===== src/rtl/wb_write_arbiter_pkg.sv =====
// Shared types and constants for the register-file write-port arbiter.
package wb_write_arbiter_pkg;

  localparam int unsigned XLEN       = 64;
  localparam int unsigned REG_ADDR_W = 5;
  localparam int unsigned NUM_REGS   = 32;

  typedef logic [REG_ADDR_W-1:0] reg_addr_t;

  typedef struct packed {
    reg_addr_t       rd;
    logic [XLEN-1:0] data;
  } wb_entry_t;

  function automatic logic [NUM_REGS-1:0] rd_onehot(input reg_addr_t rd);
    return NUM_REGS'(1) << rd;
  endfunction

endpackage


===== src/rtl/wb_fifo.sv =====
// Synchronous FIFO for port B writeback results; exposes per-entry valid/rd for the pending mask.
module wb_fifo
  import wb_write_arbiter_pkg::*;
#(
  parameter int unsigned Depth = 2,
  parameter int unsigned Width = 64
) (
  input  logic             clk_i,
  input  logic             rst_i,
  input  logic             push_i,
  input  reg_addr_t        push_rd_i,
  input  logic [Width-1:0] push_data_i,
  input  logic             pop_i,
  output logic             full_o,
  output logic             empty_o,
  output reg_addr_t        head_rd_o,
  output logic [Width-1:0] head_data_o,
  output logic [Depth-1:0] entry_valid_o,
  output reg_addr_t        entry_rd_o [Depth]
);

  localparam int unsigned PtrW = $clog2(Depth);

  logic [PtrW:0]      wr_ptr_q, rd_ptr_q;
  logic [Depth-1:0]   valid_q, valid_d;
  reg_addr_t          rd_q   [Depth];
  logic [Width-1:0]   data_q [Depth];
  logic               do_push, do_pop;

  // Extra pointer MSB distinguishes full from empty when the indices match.
  assign full_o  = (wr_ptr_q[PtrW] != rd_ptr_q[PtrW]) &&
                   (wr_ptr_q[PtrW-1:0] == rd_ptr_q[PtrW-1:0]);
  assign empty_o = (wr_ptr_q == rd_ptr_q);
  assign do_push = push_i && !full_o;
  assign do_pop  = pop_i && !empty_o;

  assign head_rd_o     = rd_q[rd_ptr_q[PtrW-1:0]];
  assign head_data_o   = data_q[rd_ptr_q[PtrW-1:0]];
  assign entry_valid_o = valid_q;
  assign entry_rd_o    = rd_q;

  always_comb begin
    valid_d = valid_q;
    if (do_pop)  valid_d[rd_ptr_q[PtrW-1:0]] = 1'b0;
    if (do_push) valid_d[wr_ptr_q[PtrW-1:0]] = 1'b1;
  end

  always_ff @(posedge clk_i) begin
    if (rst_i) begin
      wr_ptr_q <= '0;
      rd_ptr_q <= '0;
      valid_q  <= '0;
    end else begin
      valid_q <= valid_d;
      if (do_push) wr_ptr_q <= wr_ptr_q + (PtrW+1)'(1);
      if (do_pop)  rd_ptr_q <= rd_ptr_q + (PtrW+1)'(1);
    end
  end

  always_ff @(posedge clk_i) begin
    if (do_push) begin
      rd_q[wr_ptr_q[PtrW-1:0]]   <= push_rd_i;
      data_q[wr_ptr_q[PtrW-1:0]] <= push_data_i;
    end
  end

endmodule


===== src/rtl/wb_write_arbiter.sv =====
// Shares the register-file write port between pipeline writeback (A) and a buffered
// multi-cycle unit (B), with a starvation guard that forces B after repeated denial.
module wb_write_arbiter
  import wb_write_arbiter_pkg::*;
#(
  parameter int unsigned XLEN         = 64,
  parameter int unsigned DEPTH        = 2,
  parameter int unsigned STARVE_LIMIT = 4
) (
  input  logic                clk,
  input  logic                rst,
  input  logic                a_valid,
  output logic                a_ready,
  input  logic [4:0]          a_rd,
  input  logic [XLEN-1:0]     a_data,
  input  logic                b_valid,
  output logic                b_ready,
  input  logic [4:0]          b_rd,
  input  logic [XLEN-1:0]     b_data,
  output logic                RegWrite,
  output logic [4:0]          WriteReg,
  output logic [XLEN-1:0]     WriteData,
  output logic [NUM_REGS-1:0] pending_mask
);

  localparam int unsigned StarveW = $clog2(STARVE_LIMIT + 1);
  localparam logic [StarveW-1:0] StarveMax = StarveW'(STARVE_LIMIT);

  logic               full, empty, push, pop, force_b, a_write;
  reg_addr_t          head_rd;
  logic [XLEN-1:0]    head_data;
  logic [DEPTH-1:0]   entry_valid;
  reg_addr_t          entry_rd [DEPTH];

  logic [StarveW-1:0] starve_q, starve_d;
  logic               regwrite_q, regwrite_d;
  reg_addr_t          writereg_q, writereg_d;
  logic [XLEN-1:0]    writedata_q, writedata_d;

  wb_fifo #(
    .Depth (DEPTH),
    .Width (XLEN)
  ) u_fifo (
    .clk_i         (clk),
    .rst_i         (rst),
    .push_i        (push),
    .push_rd_i     (b_rd),
    .push_data_i   (b_data),
    .pop_i         (pop),
    .full_o        (full),
    .empty_o       (empty),
    .head_rd_o     (head_rd),
    .head_data_o   (head_data),
    .entry_valid_o (entry_valid),
    .entry_rd_o    (entry_rd)
  );

  assign force_b = !empty && (starve_q == StarveMax);
  assign a_ready = !force_b && !rst;
  assign b_ready = !full && !rst;
  // A b_rd of zero completes the handshake but is never queued.
  assign push    = b_valid && b_ready && (b_rd != '0);
  assign pop     = !rst && !empty && (force_b || !a_valid);
  assign a_write = a_valid && a_ready && (a_rd != '0);

  always_comb begin
    starve_d = starve_q;
    if (empty || pop)             starve_d = '0;
    else if (starve_q != StarveMax) starve_d = starve_q + StarveW'(1);
  end

  always_comb begin
    regwrite_d  = pop || a_write;
    writereg_d  = writereg_q;
    writedata_d = writedata_q;
    if (pop) begin
      writereg_d  = head_rd;
      writedata_d = head_data;
    end else if (a_write) begin
      writereg_d  = a_rd;
      writedata_d = a_data;
    end
  end

  always_ff @(posedge clk) begin
    if (rst) begin
      starve_q    <= '0;
      regwrite_q  <= 1'b0;
      writereg_q  <= '0;
      writedata_q <= '0;
    end else begin
      starve_q    <= starve_d;
      regwrite_q  <= regwrite_d;
      writereg_q  <= writereg_d;
      writedata_q <= writedata_d;
    end
  end

  always_comb begin
    pending_mask = '0;
    for (int i = 0; i < int'(DEPTH); i++) begin
      if (entry_valid[i]) pending_mask = pending_mask | rd_onehot(entry_rd[i]);
    end
  end

  assign RegWrite  = regwrite_q;
  assign WriteReg  = writereg_q;
  assign WriteData = writedata_q;

endmodule

===== config.mk =====
export PLATFORM = sky130hd
export DESIGN_NAME = wb_write_arbiter
export DESIGN_NICKNAME = d
export VERILOG_FILES = /design/src/rtl/wb_write_arbiter_pkg.sv /design/src/rtl/wb_fifo.sv /design/src/rtl/wb_write_arbiter.sv
export SDC_FILE = /design/constraint.sdc
export NUM_CORES = 1
export LEC_CHECK = 0
export ABC_AREA = 1
export CORE_MARGIN = 2
export CORE_UTILIZATION = 50
export CTS_CLUSTER_DIAMETER = 100
export DETAILED_ROUTE_END_ITERATION = 10
export GPL_TIMING_DRIVEN = 0
export HOLD_SLACK_MARGIN = 0.05
export PLACE_DENSITY = 0.8
export SETUP_SLACK_MARGIN = 0.02
export SLEW_MARGIN = 25
export SYNTH_ARGS = -nofsm -noshare
export SYNTH_HDL_FRONTEND = slang
export SYNTH_SLANG_ARGS = --single-unit

===== constraint.sdc =====
create_clock -name clk -period 4 [get_ports clk]
set_clock_uncertainty 0.05 [all_clocks]
set_input_delay 0.8 -clock clk [delete_from_list [all_inputs] [get_ports clk]]
set_output_delay 0.8 -clock clk [all_outputs]
set_load 0.01 [all_outputs]

==> flow_metrics.tcl <==
set metrics [dict create \
    cts_buffer_depth 3 \
    grt_pass1_vias 8918 \
    r2r_slack_ns 1.67 \
    ioPinCount 246 \
    first_pass_iters 5 \
    detail-route-antenna-nets 0 \
    r2r-start "u_fifo.wr_ptr_q[0]$_SDFFE_PP0P_" \
    fin_crit_ns 3.41 \
    period_share_pct 85.2 \
    diodes 0 \
    netlist_area_um2 10500 \
    worst_pin_slew_ns 0.588 \
    die_area_um2 22100 \
    grt_pass1_wl_mm 46.8 \
    worstSetupPathType "register to output pin" \
    fin_tns_setup_ns 0 \
    portBuffers 244 \
    hold_start "u_fifo.entry_valid_o[1]$_SDFF_PP0_" \
    globalplace.congestion 0.879 \
    cts.sinks 218 \
    cp-end-kind "output pin" \
    cellPowerDensity_nw_per_um2 401 \
    rsz0062_at_grt "no" \
    ys_seq_elements 218 \
    hold_violations 0 \
    clockRootBuffer "clkbuf_16" \
    ir_drop_uv 376 \
    grt_use_met1_pct 35.1 \
    critPathTopFamily "buffers and inverters" \
    worstPathRequired_ns 3.15 \
    seq_area_um2 5750 \
    drt_iter0_drc 627 \
    nNetsFinal 1551 \
    post_cts_buffers 0 \
    hpwl_mm 21.2 \
    drt-total-wl_mm 29.6 \
    status "finished clean" \
    area_delta_synth_final_pct 34.5 \
    reg2regPathDepth 9 \
    routed_via_density 5.39 \
    fill_cells 1634 \
    ctsResizeCount 0 \
    grt_use_met3_pct 3.82 \
    initial_utilization_pct 51.3 \
    yosys_warnings 0 \
    clock.fmax_mhz 293 \
    hold_depth 2 \
    cp_max_fo 10 \
    slew_violations 0 \
    cap_viol_max_count 0 \
    core-area_um2 20400 \
    post-synth-top-area-fraction_pct 39.6 \
    die_x_um 149 \
    chipHeight_um 149 \
    met2_usage_pct 45.5 \
    drcViolationCount 0 \
    cp_num_buf_inv 3 \
    synth_fp_nets 1280 \
    slowest_stage "clkdlybuf4s50_1" \
    min_delay_worst_endpoint "u_fifo.entry_valid_o[1]$_SDFF_PP0_" \
    drive_gt1_share_pct 11.3 \
    slowest_delay_ns 0.57 \
    path_cells "clkbuf_1, inv_2, nor4_1, nand2_1, o21ai_0, clkdlybuf4s50_1" \
    yosysTopAreaCell "edfxtp_1" \
    grt.busiest_layer "met2" \
    multi_input_area_um2 3620 \
    cts_tree "done" \
    wire_per_inst_um 17.5 \
    ys_seq_area_share_pct 54.8 \
    slew_headroom_pct 60.7 \
    cts_buffers 23 \
    hold_class "register to register" \
    syn_avg_cell_area_um2 9.22 \
    hold_buffers 0 \
    r2r-end "u_fifo.data_q[0][1]$_DFFE_PP_" \
    cp-start-kind "register" \
    netlist_instances 1136 \
    ys_types 31 \
    grt_max_degree 42 \
    rows 52 \
    htree_levels 1 \
    setup_violations 0 \
    antenna_found_initial 1 \
    cp.arrival_ns 2.56 \
    finalPower_mw 5.64 \
    grt_usage_pct 26.6 \
    ys_top_cells_by_area "edfxtp_1, dfxtp_1, nand2_1" \
    clk_latency_ns 0.51 \
    vias 9139 \
    grt_overflow 0 \
    clk_pin_slew_ns 0.06 \
    p_leak_nw 5.42 \
]
-- tightest hold or removal path, cell delays in order, from the launching register on --
cell and delay, ns:
dfxtp_1 0.32, nand2_1 0.06, a21oi_1 0.05
-- routing by layer --
layer,up-vias,share of wire [%]
met1,4248,41
met4,2,3.0
met3,57,6.6
met2,378,49
met5,-,0.044
li1,4454,-
-- how the worst max path moves through the flow --
stage | from | to | slack (ns) | cells after the start
after floorplan | rst | u_fifo.data_q[1][0]$_DFFE_PP_ | 0.85 | 6
after global placement | rst | u_fifo.data_q[1][22]$_DFFE_PP_ | -0.72 | 7
after detailed placement | rst | u_fifo.data_q[0][16]$_DFFE_PP_ | 0.69 | 8
after CTS | u_fifo.entry_rd_o[8]$_DFFE_PP_ | pending_mask[28] | 0.60 | 6
after global routing | u_fifo.entry_rd_o[8]$_DFFE_PP_ | pending_mask[28] | 0.43 | 6
final | u_fifo.entry_rd_o[8]$_DFFE_PP_ | pending_mask[28] | 0.59 | 6
-- where the power goes --
| group | internal [mW] | switching (mW) | leakage [nW] |
|---|---|---|---|
| Sequential | 2.53 | 0.0649 | 1.93 |
| Combinational | 0.422 | 0.462 | 3.11 |
| Clock | 1.30 | 0.870 | 0.381 |
| Total | 4.25 | 1.40 | 5.42 |
-- synthesized netlist by cell type --
library cell / count
a21oi_1: 9
buf_1: 5
buf_12: 7
buf_2: 18
buf_4: 5
buf_6: 3
clkbuf_1: 51
dfxtp_1: 80
edfxtp_1: 138
ha_1: 2
inv_1: 151
inv_2: 8
nand2_1: 191
nand2_2: 2
nand2_4: 1
nand2_8: 3
nand3_1: 76
nand3_2: 18
nand3_4: 1
nand4_1: 52
nor2_1: 72
nor2_2: 52
nor3_1: 9
nor4_1: 5
o2111ai_1: 71
o211ai_4: 1
o21ai_0: 97
o21ai_1: 5
o22ai_1: 1
o32ai_1: 1
xnor2_1: 1
-- state kept, by name, summed over array words and instances (netlist names), named ones only --
name	flops
WriteData	64
WriteReg	5
u_fifo.entry_valid_o	2
u_fifo.rd_ptr_q	2
u_fifo.wr_ptr_q	2
starve_q	3
RegWrite	1
u_fifo.data_q	128
u_fifo.entry_rd_o	10
-- placed cells by master, fill, tap and decap left out, types with 18 or more instances in the layout --
cell type | synthesis | routed
nand3_2 | 18 | 18
clkdlybuf4s50_1 | 0 | 244
o2111ai_1 | 71 | 71
nand2_1 | 191 | 191
nand4_1 | 52 | 52
edfxtp_1 | 138 | 138
buf_2 | 18 | 18
nor2_2 | 52 | 52
clkbuf_16 | 0 | 26
inv_1 | 151 | 149
clkbuf_1 | 51 | 55
o21ai_0 | 97 | 97
dfxtp_1 | 80 | 80
nor2_1 | 72 | 72
nand3_1 | 76 | 76
-- kinds of logic after synthesis --
family	after synthesis	share of synthesized area, %
adder cells (fa/ha/maj)	2	0.239
AO/OA/AOI/OAI	185	11.6
AND/OR/NAND/NOR	482	22.7
buffers and inverters	248	10.6
XOR/XNOR	1	0.0836
flip-flops	218	54.8
-- stage by stage --
step	worst slack, ns	instances	instance area (µm²)	util [%]	hold WS [ns]
2_1_floorplan	0.851	1136	10500	-	0.397
3_3_place_gp	-0.716	1650	13300	64.9	0.416
3_5_place_dp	0.694	1652	13300	65.1	0.422
4_1_cts	0.599	1694	14100	69.0	0.431
5_1_grt	0.429	1694	14100	69.0	0.457
6_report	0.592	1694	14100	69.0	0.434
-- area by class of cell --
type | count | area share (%)
plain buffers | 89 | 3.63
clock buffers | 33 | 5.02
inverters | 159 | 4.27
clock inverters | 9 | 0.577
repair buffers | 246 | 17.6
flip-flops and latches | 218 | 40.8
multi-input cells | 670 | 25.7
well taps | 270 | 2.40
Power figures use the tool's default switching activity.
